## config.mk

```make
export PLATFORM = sky130hd
export DESIGN_NAME = sr_button_ctrl
export DESIGN_NICKNAME = d
export VERILOG_FILES = /design/src/rtl/sr_button_ctrl.sv
export SDC_FILE = /design/constraint.sdc
export NUM_CORES = 1
export LEC_CHECK = 0
export BUFFER_PORTS_ARGS = -buffer_cell sky130_fd_sc_hd__buf_4
export CAP_MARGIN = 0
export CORE_ASPECT_RATIO = 1.4
export CORE_MARGIN = 1
export CORE_UTILIZATION = 55
export CTS_BUF_LIST = sky130_fd_sc_hd__clkbuf_4
export DETAILED_ROUTE_END_ITERATION = 7
export PLACE_DENSITY_LB_ADDON = 0.15
export SYNTH_ARGS = -nofsm -noshare
export SYNTH_HDL_FRONTEND = slang
export SYNTH_SLANG_ARGS = --single-unit
export TNS_END_PERCENT = 5
```

## constraint.sdc

```tcl
create_clock -name clk -period 3.9 [get_ports clk]
set_input_delay 0.39 -clock clk [delete_from_list [all_inputs] [get_ports clk]]
set_output_delay 0.39 -clock clk [all_outputs]
set_load 0.1 [all_outputs]
```

## src/rtl/sr_button_ctrl.sv

```systemverilog
// Button front-end for SRCounter: synchronizes and debounces the start/stop and
// clear buttons, then turns debounced presses into registered run-control pulses.
module sr_button_ctrl #(
    parameter int unsigned DB_CYCLES = 16,
    parameter int unsigned DB_W      = 16
) (
    input  logic       clk,
    input  logic       reset,
    input  logic       btn_ss,
    input  logic       btn_clr,
    output logic       start,
    output logic       stop,
    output logic       clr,
    output logic       running,
    output logic [1:0] state
);

    // state   | meaning
    // IDLE    | counter stopped and cleared (or never started)
    // RUNNING | counter counting
    // PAUSED  | counter stopped, value held
    typedef enum logic [1:0] {
        IDLE    = 2'b00,
        RUNNING = 2'b01,
        PAUSED  = 2'b10
    } state_t;

    localparam int BTN_SS  = 0;
    localparam int BTN_CLR = 1;

    logic [1:0]      sync1_q, sync2_q;
    logic [1:0]      level_q, level_d;
    logic [1:0]      prev_q;
    logic [DB_W-1:0] cnt_q [2];
    logic [DB_W-1:0] cnt_d [2];
    logic [1:0]      press;

    state_t state_q, state_d;
    logic   start_q, start_d;
    logic   stop_q, stop_d;
    logic   clr_q, clr_d;
    logic   running_q, running_d;

    always_ff @(posedge clk or posedge reset) begin
        if (reset) begin
            sync1_q <= '0;
            sync2_q <= '0;
            level_q <= '0;
            prev_q  <= '0;
            cnt_q   <= '{default: '0};
        end else begin
            sync1_q <= {btn_clr, btn_ss};
            sync2_q <= sync1_q;
            level_q <= level_d;
            prev_q  <= level_q;
            cnt_q   <= cnt_d;
        end
    end

    // Level flips on the edge where the run of disagreeing samples reaches DB_CYCLES.
    always_comb begin
        level_d = level_q;
        cnt_d   = '{default: '0};
        for (int i = 0; i < 2; i++) begin
            if (sync2_q[i] != level_q[i]) begin
                if (cnt_q[i] == DB_W'(DB_CYCLES - 1)) begin
                    level_d[i] = sync2_q[i];
                end else begin
                    cnt_d[i] = cnt_q[i] + 1'b1;
                end
            end
        end
    end

    assign press = level_q & ~prev_q;

    always_ff @(posedge clk or posedge reset) begin
        if (reset) begin
            state_q   <= IDLE;
            start_q   <= 1'b0;
            stop_q    <= 1'b0;
            clr_q     <= 1'b0;
            running_q <= 1'b0;
        end else begin
            state_q   <= state_d;
            start_q   <= start_d;
            stop_q    <= stop_d;
            clr_q     <= clr_d;
            running_q <= running_d;
        end
    end

    // Clear takes priority; a coincident start/stop press is dropped.
    always_comb begin
        state_d = state_q;
        start_d = 1'b0;
        stop_d  = 1'b0;
        clr_d   = 1'b0;
        case (state_q)
            IDLE: begin
                if (press[BTN_CLR]) begin
                    clr_d = 1'b1;
                end else if (press[BTN_SS]) begin
                    state_d = RUNNING;
                    start_d = 1'b1;
                end
            end
            RUNNING: begin
                if (press[BTN_CLR]) begin
                    state_d = IDLE;
                    clr_d   = 1'b1;
                    stop_d  = 1'b1;
                end else if (press[BTN_SS]) begin
                    state_d = PAUSED;
                    stop_d  = 1'b1;
                end
            end
            PAUSED: begin
                if (press[BTN_CLR]) begin
                    state_d = IDLE;
                    clr_d   = 1'b1;
                end else if (press[BTN_SS]) begin
                    state_d = RUNNING;
                    start_d = 1'b1;
                end
            end
            default: state_d = IDLE;
        endcase
        running_d = (state_d == RUNNING);
    end

    assign start   = start_q;
    assign stop    = stop_q;
    assign clr     = clr_q;
    assign running = running_q;
    assign state   = state_q;

endmodule
```

== After elaboration in Yosys (flattened, before gate mapping) ==
Index checks and enable logic that the tools add are counted.
Cells by class
  add/sub/neg operators: 2
  equal/unequal tests: 7
  multiplexer cells: 17
  bitwise gates (word level): 2
  reduce and logical (&&, ||, !) cells: 5
Operator list (number)
  16-bit 2-to-1 mux: 4
  16-bit by 1-bit adder with 16-bit output (second input constant): 2
  16-bit by 4-bit equality test with 1-bit output (second input constant): 2
  2-bit 2-to-1 mux: 5
  1-bit 2-to-1 mux: 7
  2-bit case mux with 3 select lines: 1
  2-bit by 1-bit equality test with 1-bit output (second input constant): 2
  2-bit AND reduction: 2
  3-bit OR reduction: 1
  2-bit AND: 1
  2-bit equality test (second input constant): 1
  2-bit zero test: 1
  1-bit inequality test: 2
  2-bit inverter: 1
  2-bit OR reduction: 1
Storage, ports and cells
  flip-flop bits (word level): 46
  bits of input ports: 4
  output and inout port bits: 6
  word-level logic and storage cells: 45

== Longest topological paths before layout ==
Gate-level depths: netlist of the first run.
  depth after elaboration: 6
  depth in mapped cells: 6
  gate-level depth less buffers: 5

== Worst setup path before layout of the first run ==
No wires, ideal clock.
  path kind: register -> register
  from: register state_q[0] (netlist: state[0])
  to: register state_q[1] (netlist: state[1])
  setup time: 77 ps
  arrival time: 1408 ps
  required time: 3823 ps
  path slack: 2415 ps
  stages on the path, launching flop included: 4
  buffers on the path: 0
  clock period less this slack: 1485 ps
  cells stage by stage: dfrtp_1 -> nor2b_1 -> nand2b_1 -> a21oi_1
Between the ends
  word-level cells in the longest chain between the ends: 2
  elaborated cells on any way between the ends: 4
  classes of those cells: 2 x eq/ne; 1 x mux; 1 x reduce/logical
Ends and longest elaborated chain
  from (decl): line 38  | state_t state_q, state_d;
  from (signal assigned): line 85  | state_q <= state_d;
  2-bit equality test, or another cell as far along: line 99  | case (state_q)
  2-bit case mux with 3 select lines (*): line 99
  named net state_d[1]: line 38
Mark *: on every way through the listed nets, which the timed path passes. The rest lies on a longest branch.
A chain may end at the register's enable or synchronous reset.

==> results of run 1 <==
## placed cells by master, fill, tap and decap left out
master,n
a21boi_0,1
a21oi_1,3
and3_1,3
buf_4,10
clkbuf_4,5
clkinv_1,1
clkinv_2,1
clkinvlp_4,1
dfrtp_1,46
ha_1,2
inv_1,6
mux2_1,2
nand2_1,6
nand2_2,2
nand2b_1,3
nand3_1,9
nand3_2,1
nand3b_1,1
nand4_1,7
nand4_2,2
nand4_4,1
nand4b_1,1
nor2_1,35
nor2_2,2
nor2b_1,2
nor3_1,10
nor4_1,6
nor4_2,7
nor4_4,1
xnor2_1,25
xor2_1,5
## metal layers
layer  wire length, um  global-route usage [%]  vias up
met4                78                    10.5        0
met5                 0                       0        -
met3                76                    5.39        7
met2              1990                    37.9       13
li1                  -                       -      681
met1              1490                    23.7      694
## logic make-up after synthesis
family / Yosys count / share of synthesized area [%]
adders and majority gates: 2 / 1.18
muxes: 2 / 1.06
buffers and inverters: 10 / 2.24
xor gates and xnor gates: 30 / 12.4
and+or+nand+nor: 99 / 27.7
DFF: 46 / 54.3
AOI/OAI and AO/OA: 4 / 1.06
## per-stage QoR
stage / hold slack (ps) / setup WS, ps
finish: 134 / 2260
detailed placement: 337 / 2270
floorplan: 331 / 2410
global placement: 336 / 2330
CTS: 114 / 2250
global route: 105 / 2090
## worst max path at each step
stage                              startpoint                  end  slack [ps]  cells after the start
final                     cnt_q[16]$_DFF_PP0_  cnt_q[26]$_DFF_PP0_        2260                      5
after global routing      cnt_q[16]$_DFF_PP0_  cnt_q[26]$_DFF_PP0_        2090                      5
after CTS                  cnt_q[0]$_DFF_PP0_  cnt_q[14]$_DFF_PP0_        2250                      5
after detailed placement  cnt_q[16]$_DFF_PP0_  cnt_q[26]$_DFF_PP0_        2270                      5
after global placement     cnt_q[0]$_DFF_PP0_  cnt_q[15]$_DFF_PP0_        2330                      5
after floorplan            state[0]$_DFF_PP0_   state[1]$_DFF_PP0_        2410                      3
## registers in the layout, summed over array words and instances (netlist names)
signal	count
start	1
state	2
prev_q	2
stop	1
running	1
clr	1
sync2_q	2
cnt_q	32
sync1_q	2
level_q	2
## power breakdown
part           internal, mW  leakage [nW]  switching [mW]
Clock                0.0672        0.0286           0.144
Sequential            0.484         0.628         0.00798
Combinational       0.00929         0.316          0.0230
## cell type report
class,count,area (um2)
clock buffer,5,37.5
clock inverter,3,16.3
inverter,6,22.5
tap,42,52.6
sequential,46,1150
timing repair buffer,10,75.1
multi-input combinational,137,920
fill,302,1400
## Yosys cell counts, types with 3 or more instances
library cell and instances:
nand3_1 9, nor4_1 6, nor4_2 7, nand2b_1 3, xor2_1 5, dfrtp_1 46
nand2_1 6, xnor2_1 25, nor3_1 10, a21oi_1 3, nor2_1 35, nand4_1 7
inv_1 6, and3_1 3
==> results.txt, run 1 <==
----------------------------------------------------
[Layout]
  # nets final ... 212
  Layout Cells excl Fill ... 249
  Ratio of cells with drive above 1 in the final layout ... between 15 and 20%
  Antenna diode instance count ... 0
  Synthesis-to-layout area growth ... 7.38%
  Share of the core filled with cells ... between 60 and 70%
  Layout Cell Area excl Fill ... 2270 um2

[Placed design]
  DP HPWL ... ~2.6 mm
  Number of placed instances, taps included ... 241
  Global placer's final weighted congestion ... roughly 0.8
  Total of buffers placed on input and output ports ... 9
  Placed Area ... 2220 um2

[Clock network]
  Worst-Skew Late Latency ... 350 ps
  Post-CTS Setup Inserts ... 0
  Num CTS Buffers ... 5
  # H-tree levels ... 2
  Number of sinks on the clock net ... between 40 and 50
  Clock tree from TritonCTS ... yes
  Post-CTS resize count ... 0
  CTS root buf ... clkbuf_4
  Hold-fix buffers, CTS ... 0
  Number of buffers between clock root and the deepest sink ... 2
  Clock transition at the register clock pins on the worst setup and hold paths after CTS ... between 100 and 150 ps

[Timing]
  Time the final worst path needs with I/O delays and setup ... 1640 ps
  Worst-case clock skew ... 2.12 ps
  Maximum clock rate ... 611 MHz
  Period Utilization, post-route ... 42.0%
  Final Setup Violations ... 0
  Slew Limit Headroom ... 27.7%
  Number of hold-slack violations in the final timing report ... 0
  Max-slew violations ... 0
  Transition time of the tightest slew-check pin ... roughly 1100 ps
  Setup repair after global routing missed its margin ... no
  Sum Neg Setup Slack ... 0 ps

[Synthesis]
  Area of the mapped netlist ... 2120 um2
  Count of mapped cells out of synthesis ... between 150 and 200
  Main flop type after synthesis ... dfrtp_1
  Count of flip-flops with a built-in enable after synthesis ... 0
  Top cells by area in the synthesized netlist ... dfrtp_1 54%, xnor2_1 10%, nor2_1 6.2%, nor4_2 4.1%, nor3_1 2.4%
  Top-area cell type share of the netlist area ... 54.3%
  Fraction of registers with async set/reset ... 100%
  Mapped Avg Cell Area ... about 11 um2
  Yosys warns ... 0
  Register bit count reported by yosys ... between 40 and 50
  Biggest area consumer among synthesized cells ... dfrtp_1
  Distinct cell type count of the synthesized netlist ... 28
  Syn_nets ... 199
  Sequential cell area fraction in the yosys report ... 54.3%

[Routing]
  Via density ... 5.60
  Final routed DRC violation total ... 0
  Number of violations reported at the end of detailed-routing iteration 0 ... 34
  Vias after detailed routing ... 1395
  Routed WL per cell ... 14.6 um
  Antenna viol nets, final ... 0
  First-pass iteration count of the detailed router ... 3
  Wirelength, routed ... 3.63 mm

[Global route]
  Wire length of the first global-routing pass ... 6.23 mm
  Number of global-route vias before repair ... 1440
  Leftover overflow at the end of global routing ... 0
  Maximum number of pins on one net before global-route repair ... 30
  Global router's overall resource usage ... 21.6%
  Initial antenna violation count ... 0

[Hold path]
  Count of cells along the worst hold path ... 1
  Type of the worst min-delay path ... in2reg
  Worst Hold Endpoint ... sync1_q[0]$_DFF_PP0_
  Hold path start ... btn_ss

[Critical path]
  Crit. End Element ... flip-flop
  Launch point of the worst reg-to-reg path ... cnt_q[16]$_DFF_PP0_
  Peak fanout along the critical path ... 15
  Data arrival time of the critical path ... 1880 ps
  Delay of the slowest cell on the worst path ... 430 ps
  Worst r2r dst ... cnt_q[26]$_DFF_PP0_
  Critical Path Source Type ... flip-flop
  Number of cells traversed by the worst register-to-register path ... 5
  Total buffers and inverters traversed by the critical path ... 0
  Critical-path cell list ... ha_1, nand3_2, nand4b_1, nand2_2, nor2_1
  Worst setup slack for register-to-register paths ... 2260 ps
  Required time at the endpoint of the critical path ... 4140 ps
  Worst-path cell with the longest stage delay ... dfrtp_1
  CP top delay family ... simple AND/OR/NAND/NOR gates
  Setup Crit Path Kind ... reg2reg

[Die]
  Die span in x ... 54.5 um
  Core Region ... 3680 um2
  Initial core utilization ... 57.6%
  Die Height ... between 70 and 80 um
  Site row count ... 26
  Number of top-level pins ... 10
  Die footprint ... 4110 um2

[Power]
  Tot Pwr ... approximately 0.74 mW
  Total power per unit cell area ... 323 nW/um2
  Peak supply drop ... 0.279 mV
  Leak Pwr ... 0.973 nW

[Run]
  Number of violations of the max-capacitance limit ... 0

[Run status]
  Status ... completed

----------------------------------------------------
No activity file was read; power rests on OpenSTA's default activity.
==> run 2, diff against run 1 <==
- clock period: 3.9 -> 1.47 ns (I/O delays scaled with it)
==> results.txt, run 2 (synthesis results as in run 1) <==
----------------------------------------------------
[Run status]
  Status ... complete, but fails checks (was completed)
  Failing checks ... negative setup slack

[Routing]
  Final routed DRC violation total ... 0 (unchanged)
  Wirelength, routed ... 4.34 mm (was 3.63 mm)
  Antenna viol nets, final ... 0 (unchanged)
  Number of violations reported at the end of detailed-routing iteration 0 ... 47 (was 34)
  Routed WL per cell ... 15.6 um (was 14.6 um)
  Via density ... 5.64 (was 5.60)
  First-pass iteration count of the detailed router ... 4 (was 3)
  Vias after detailed routing ... 1569 (was 1395)

[Timing]
  Number of hold-slack violations in the final timing report ... 0 (unchanged)
  Final Setup Violations ... 1 (was 0)
  Slew Limit Headroom ... 62.2% (was 27.7%)
  Setup repair after global routing missed its margin ... yes (was no)
  Minimum setup slack in the final design ... -43.5 ps (was 2260 ps)
  Maximum clock rate ... 661 MHz (was 611 MHz)
  Worst-case clock skew ... 5.38 ps (was 2.12 ps)
  Time the final worst path needs with I/O delays and setup ... 1510 ps (was 1640 ps)
  Max-slew violations ... 0 (unchanged)
  Transition time of the tightest slew-check pin ... 567 ps (was 1080 ps)
  Period Utilization, post-route ... 103% (was 42.0%)
  Worst hold slack across all endpoints ... 377 ps (was 134 ps)

[Critical path]
  Worst r2r dst ... level_q[1]$_DFFE_PP0P_ (was cnt_q[26]$_DFF_PP0_)
  Required time at the endpoint of the critical path ... 1730 ps (was 4140 ps)
  Peak fanout along the critical path ... 5 (was 15)
  Worst setup slack for register-to-register paths ... -40 ps (was 2260 ps)
  Crit. End Element ... flip-flop (unchanged)
  Launch point of the worst reg-to-reg path ... cnt_q[9]$_DFF_PP0_ (was cnt_q[16]$_DFF_PP0_)
  Critical Path Source Type ... flip-flop (unchanged)
  Number of cells traversed by the worst register-to-register path ... 4 (was 5)
  Setup Crit Path Kind ... reg2reg (unchanged)
  Data arrival time of the critical path ... 1770 ps (was 1880 ps)

[Run]
  Number of violations of the max-capacitance limit ... 0 (unchanged)

[Hold path]
  Count of cells along the worst hold path ... 0 (was 1)
  Hold path start ... sync1_q[1]$_DFF_PP0_ (was btn_ss)
  Type of the worst min-delay path ... reg2reg (was in2reg)
  Worst Hold Endpoint ... sync2_q[1]$_DFF_PP0_ (was sync1_q[0]$_DFF_PP0_)

[Layout]
  Share of the core filled with cells ... 71.5% (was 61.9%)
  Flip-flop count of the largest register after layout ... 32 (unchanged)
  Synthesis-to-layout area growth ... 24.2% (was 7.38%)
  Most common cell after layout, fill and taps aside ... dfrtp_1 (unchanged)
  Commonest cells after routing, fill and taps aside ... 44 x dfrtp_1, 35 x nor2_1, 34 x buf_4 (was 46 x dfrtp_1, 35 x nor2_1, 25 x xnor2_1)
  Ratio of cells with drive above 1 in the final layout ... 30.1% (was 15.9%)
  Fill cell count ... 271 (was 302)
  Register with the most flip-flops ... cnt_q (unchanged)
  # nets final ... 241 (was 212)
  Layout Cells excl Fill ... 278 (was 249)
  Antenna diode instance count ... 0 (unchanged)

[Global route]
  Number of global-route vias before repair ... 1640 (was 1440)
  Initial antenna violation count ... 0 (unchanged)
  Wire length of the first global-routing pass ... 7.03 mm (was 6.23 mm)
  Global router's overall resource usage ... 24.3% (was 21.6%)
  Leftover overflow at the end of global routing ... 0 (unchanged)
  Maximum number of pins on one net before global-route repair ... 47 (was 30)

[Placed design]
  Global placer's final weighted congestion ... 0.811 (was 0.783)
  Number of placed instances, taps included ... 263 (was 241)
  Total of buffers placed on input and output ports ... 9 (unchanged)
  DP HPWL ... 2.86 mm (was 2.65 mm)

[Clock network]
  Number of buffers between clock root and the deepest sink ... 2 (unchanged)
  Number of sinks on the clock net ... 46 (unchanged)
  CTS root buf ... clkbuf_4 (unchanged)
  Clock tree from TritonCTS ... yes (unchanged)
  Num CTS Buffers ... 5 (unchanged)
  # H-tree levels ... 2 (unchanged)
  Worst-Skew Late Latency ... 360 ps (was 350 ps)
  Clock transition at the register clock pins on the worst setup and hold paths after CTS ... 130 ps (was 120 ps)

[Power]
  Total power per unit cell area ... 841 nW/um2 (was 323 nW/um2)
  Tot Pwr ... 2.21 mW (was 0.736 mW)
  Peak supply drop ... 0.845 mV (was 0.279 mV)
  Leak Pwr ... 1.17 nW (was 0.973 nW)

[Die]
  Die span in x ... 54.5 um (unchanged)
  Core Region ... 3680 um2 (unchanged)
  Initial core utilization ... 57.6% (unchanged)
  Site row count ... 26 (unchanged)
  Die footprint ... 4110 um2 (unchanged)
  Die Height ... 75.4 um (unchanged)
  Number of top-level pins ... 10 (unchanged)

----------------------------------------------------
==> run 2: changes by cell type in the layout (fill, tap and decap cells not counted), moves of 2 or more <==
cell           change
nor4_4             +2
dlygate4sd3_1      +3
dfrtp_1            -2
ha_1               -2
buf_4             +24
nor4_1             -5
nor4_2             +3
dfrtp_2            +2
==> run 2: area by class of cell <==
cell class / count / area [um2] / area share [%]
repair buffers: 39 / 317 / 12.0
flip-flops and latches: 46 / 1150 / 43.9
well taps: 42 / 52.6 / 2.00
multi-input cells: 137 / 1000 / 38.1
inverters: 6 / 22.5 / 0.856
clock inverters: 2 / 37.5 / 1.43
clock buffers: 6 / 45.0 / 1.71
==> run 2: per-stage QoR <==
stage | setup TNS (ps) | setup WS, ps | instance area (um2)
floorplan | 0 | 4.86 | 2120
global placement | -221 | -19.4 | 2400
detailed placement | -913 | -65.0 | 2400
CTS | 0 | 1.53 | 2550
global route | -944 | -86.0 | 2630
finish | -43.5 | -43.5 | 2630
==> run 2: repair_timing <==
item	4_1_cts	5_1_grt
pin swaps	1	3
hold buffers	3	0
gates cloned	0	0
hold endpoints to repair	48	0
setup endpoints to repair	32	33
resized for setup	5	11
setup buffers	2	2
==> run 2: critical path, stage by stage (launching register included) <==
cell and delay, ps:
dfrtp_1 460, nor4_2 320, nand4_1 180, buf_6 160, mux2_4 290
==> run 2: power by group <==
group          leakage [nW]  switching (mW)  internal [mW]
combinational         0.504          0.0766         0.0533
clock                0.0419           0.399          0.377
sequential            0.625          0.0195           1.29
==> run 2: worst max path at each step <==
stage,from,endpoint,slack (ps),cells after the start
after detailed placement,cnt_q[16]$_DFF_PP0_,level_q[0]$_DFFE_PP0P_,-60,4
final,cnt_q[9]$_DFF_PP0_,level_q[1]$_DFFE_PP0P_,-40,4
after global placement,cnt_q[13]$_DFF_PP0_,cnt_q[6]$_DFF_PP0_,-20,4
after global routing,cnt_q[9]$_DFF_PP0_,level_q[1]$_DFFE_PP0P_,-90,4
after CTS,cnt_q[13]$_DFF_PP0_,level_q[1]$_DFFE_PP0P_,2,4
after floorplan,state[1]$_DFF_PP0_,state[0]$_DFF_PP0_,5,3
==> run 2: layer usage <==
| layer | vias to the layer above | track usage, % | wire length (um) |
|---|---|---|---|
| met5 | - | 0 | 0 |
| met4 | 0 | 12.3 | 85 |
| met3 | 8 | 5.39 | 93 |
| met2 | 19 | 45.3 | 2530 |
| met1 | 796 | 24.1 | 1640 |
| li1 | 746 | - | - |
==> run 3, diff against run 2 <==
- ABC_AREA: default -> 1
==> results.txt, run 3 <==
----------------------------------------------------
[Run status]
  Status ... completed (was complete, but fails checks)

[Critical path]
  Worst-path cell with the longest stage delay ... dfrtp_2 (was dfrtp_1)
  Critical-path cell list ... ha_1, nand3_2, nor2_2, nor2_1, nor3_1 (was nor4_2, nand4_1, buf_6, mux2_4)
  Crit. End Element ... flip-flop (unchanged)
  Setup Crit Path Kind ... reg2reg (unchanged)
  Data arrival time of the critical path ... 1620 ps (was 1770 ps)
  Critical Path Source Type ... flip-flop (unchanged)
  Number of cells traversed by the worst register-to-register path ... 5 (was 4)
  Delay of the slowest cell on the worst path ... 440 ps (was 460 ps)
  Required time at the endpoint of the critical path ... 1720 ps (was 1730 ps)
  Launch point of the worst reg-to-reg path ... cnt_q[16]$_DFF_PP0_ (was cnt_q[9]$_DFF_PP0_)
  Peak fanout along the critical path ... 5 (unchanged)
  Worst r2r dst ... cnt_q[22]$_DFF_PP0_ (was level_q[1]$_DFFE_PP0P_)
  Worst setup slack for register-to-register paths ... 100 ps (was -40 ps)

[Die]
  Site row count ... 27 (was 26)
  Number of top-level pins ... 10 (unchanged)
  Die span in x ... 56.8 um (was 54.5 um)
  Initial core utilization ... 58.0% (was 57.6%)
  Die Height ... 78.7 um (was 75.4 um)
  Die footprint ... 4470 um2 (was 4110 um2)
  Core Region ... 3990 um2 (was 3680 um2)

[Routing]
  Routed WL per cell ... 12.6 um (was 15.6 um)
  Wirelength, routed ... 4.52 mm (was 4.34 mm)
  Antenna viol nets, final ... 0 (unchanged)
  Final routed DRC violation total ... 0 (unchanged)
  Vias after detailed routing ... 1899 (was 1569)
  First-pass iteration count of the detailed router ... 4 (unchanged)
  Number of violations reported at the end of detailed-routing iteration 0 ... 92 (was 47)
  Via density ... 5.30 (was 5.64)

[Clock network]
  CTS root buf ... clkbuf_4 (unchanged)
  Number of buffers between clock root and the deepest sink ... 2 (unchanged)
  Num CTS Buffers ... 5 (unchanged)
  Number of sinks on the clock net ... 46 (unchanged)
  Clock transition at the register clock pins on the worst setup and hold paths after CTS ... 160 ps (was 130 ps)
  Clock tree from TritonCTS ... yes (unchanged)
  # H-tree levels ... 2 (unchanged)
  Worst-Skew Late Latency ... 370 ps (was 360 ps)

[Timing]
  Worst-case clock skew ... 24.9 ps (was 5.38 ps)
  Time the final worst path needs with I/O delays and setup ... 1370 ps (was 1510 ps)
  Transition time of the tightest slew-check pin ... 431 ps (was 567 ps)
  Final Setup Violations ... 0 (was 1)
  Max-slew violations ... 0 (unchanged)
  Minimum setup slack in the final design ... 99.7 ps (was -43.5 ps)
  Sum Neg Setup Slack ... 0 ps (was -43.5 ps)
  Number of hold-slack violations in the final timing report ... 0 (unchanged)
  Slew Limit Headroom ... 71.2% (was 62.2%)
  Setup repair after global routing missed its margin ... no (was yes)
  Maximum clock rate ... 730 MHz (was 661 MHz)
  Period Utilization, post-route ... 93.2% (was 103%)

[Placed design]
  Total of buffers placed on input and output ports ... 9 (unchanged)
  Placed Area ... 2450 um2 (was 2400 um2)
  Global placer's final weighted congestion ... 0.890 (was 0.811)
  DP Worst Slack ... 96.7 ps (was -65.0 ps)
  DP HPWL ... 3.38 mm (was 2.86 mm)

[Layout]
  # nets final ... 320 (was 241)
  Fill cell count ... 366 (was 271)
  Commonest cells after routing, fill and taps aside ... 68 x nor2_1, 68 x nand2_1, 44 x dfrtp_1 (was 44 x dfrtp_1, 35 x nor2_1, 34 x buf_4)
  Synthesis-to-layout area growth ... 10.6% (was 24.2%)
  Share of the core filled with cells ... 64.2% (was 71.5%)
  Register with the most flip-flops ... cnt_q (unchanged)
  Flip-flop count of the largest register after layout ... 32 (unchanged)
  Antenna diode instance count ... 0 (unchanged)
  Layout Cell Area excl Fill ... 2560 um2 (was 2630 um2)
  Ratio of cells with drive above 1 in the final layout ... 14.9% (was 30.1%)

[Synthesis]
  Main flop type after synthesis ... dfrtp_1 (unchanged)
  Register bit count reported by yosys ... 46 (unchanged)
  Top cells by area in the synthesized netlist ... dfrtp_1 50%, nor2_1 11%, nand2_1 11%, inv_1 4.9%, nand4_1 3.8% (was dfrtp_1 54%, xnor2_1 10%, nor2_1 6.2%, nor4_2 4.1%, nor3_1 2.4%)
  Sequential cell area fraction in the yosys report ... 49.8% (was 54.3%)
  Mapped Avg Cell Area ... 7.87 um2 (was 11.0 um2)
  Top-area cell type share of the netlist area ... 49.8% (was 54.3%)
  Syn_nets ... 300 (was 199)
  Count of mapped cells out of synthesis ... 294 (was 193)
  Biggest area consumer among synthesized cells ... dfrtp_1 (unchanged)
  Area of the mapped netlist ... 2310 um2 (was 2120 um2)
  Distinct cell type count of the synthesized netlist ... 24 (was 28)
  Library cell with the highest instance count after synthesis ... nor2_1 (was dfrtp_1)
  Fraction of registers with async set/reset ... 100% (unchanged)
  Yosys warns ... 0 (unchanged)
  Commonest cells in the synthesized netlist ... 69 x nor2_1, 68 x nand2_1, 46 x dfrtp_1 (was 46 x dfrtp_1, 35 x nor2_1, 25 x xnor2_1)
  Count of flip-flops with a built-in enable after synthesis ... 0 (unchanged)

[Global route]
  Global router's overall resource usage ... 23.2% (was 24.3%)
  Leftover overflow at the end of global routing ... 0 (unchanged)
  Number of global-route vias before repair ... 1884 (was 1640)
  Maximum number of pins on one net before global-route repair ... 30 (was 47)
  Initial antenna violation count ... 0 (unchanged)
  Wire length of the first global-routing pass ... 8.03 mm (was 7.03 mm)

[Hold path]
  Type of the worst min-delay path ... in2async (was reg2reg)

[Power]
  Leak Pwr ... 1.12 nW (was 1.17 nW)
  Peak supply drop ... 0.540 mV (was 0.845 mV)
  Total power per unit cell area ... 802 nW/um2 (was 841 nW/um2)

[Run]
  Number of violations of the max-capacitance limit ... 0 (unchanged)

----------------------------------------------------
==> run 3: logic make-up after synthesis <==
group / share of synthesized area (%)
AOI/OAI and AO/OA: 4.11
xor gates and xnor gates: 3.41
buffers and inverters: 5.79
DFF: 49.8
and+or+nand+nor: 35.9
adders and majority gates: 1.08
==> run 3: how the worst max path moves through the flow <==
| stage | from | endpoint | slack, ps | cells past startpoint |
|---|---|---|---|---|
| after global routing | cnt_q[0]$_DFF_PP0_ | cnt_q[10]$_DFF_PP0_ | 2 | 8 |
| after global placement | cnt_q[16]$_DFF_PP0_ | cnt_q[16]$_DFF_PP0_ | 140 | 6 |
| after detailed placement | cnt_q[16]$_DFF_PP0_ | cnt_q[16]$_DFF_PP0_ | 100 | 6 |
| final | cnt_q[16]$_DFF_PP0_ | cnt_q[22]$_DFF_PP0_ | 100 | 5 |
| after floorplan | state[1]$_DFF_PP0_ | state[0]$_DFF_PP0_ | 90 | 3 |
| after CTS | cnt_q[16]$_DFF_PP0_ | cnt_q[16]$_DFF_PP0_ | 70 | 6 |
==> run 3: critical path: cells and delay by family (launching register included) <==
kind                     cells  cell delay, ps
adder cells (fa/ha/maj)      1             230
flip-flops                   1             440
AND/OR/NAND/NOR              4             590
==> run 3: repair_timing <==
action                     CTS  global route
hold endpoints to repair    19             0
setup endpoints to repair    0             9
setup buffers                0             2
gates resized for setup      0             3
hold buffers                 3             0
==> run 3: layout make-up <==
cell class / instances / area [um2] / area share, %
flip-flops and latches: 46 / 1150 / 45.1
multi-input cells: 213 / 1030 / 40.4
repair buffers: 15 / 133 / 5.18
inverters: 33 / 124 / 4.84
well taps: 43 / 53.8 / 2.10
clock buffers: 5 / 37.5 / 1.47
clock inverters: 3 / 23.8 / 0.929
==> run 3: routing by layer <==
layer | up-vias | GRT usage, % | routed length, um
met4 | 0 | 10.0 | 97
met1 | 892 | 26.9 | 1850
met5 | - | 0 | 0
met2 | 34 | 41.7 | 2450
li1 | 965 | - | -
met3 | 8 | 3.91 | 129
==> run 3: through the flow <==
stage	hold slack, ps	instances	power (mW)
6_report	308	358	2.05
5_1_grt	324	358	2.13
4_1_cts	304	356	2.07
3_5_place_dp	162	345	1.44
3_3_place_gp	163	345	1.43
2_1_floorplan	178	294	1.40
==> run 3: report_power, final <==
group          internal (mW)  switching (mW)  total (mW)
Sequential              1.29          0.0220        1.31
Combinational         0.0406          0.0763       0.117
Clock                  0.192           0.435       0.627
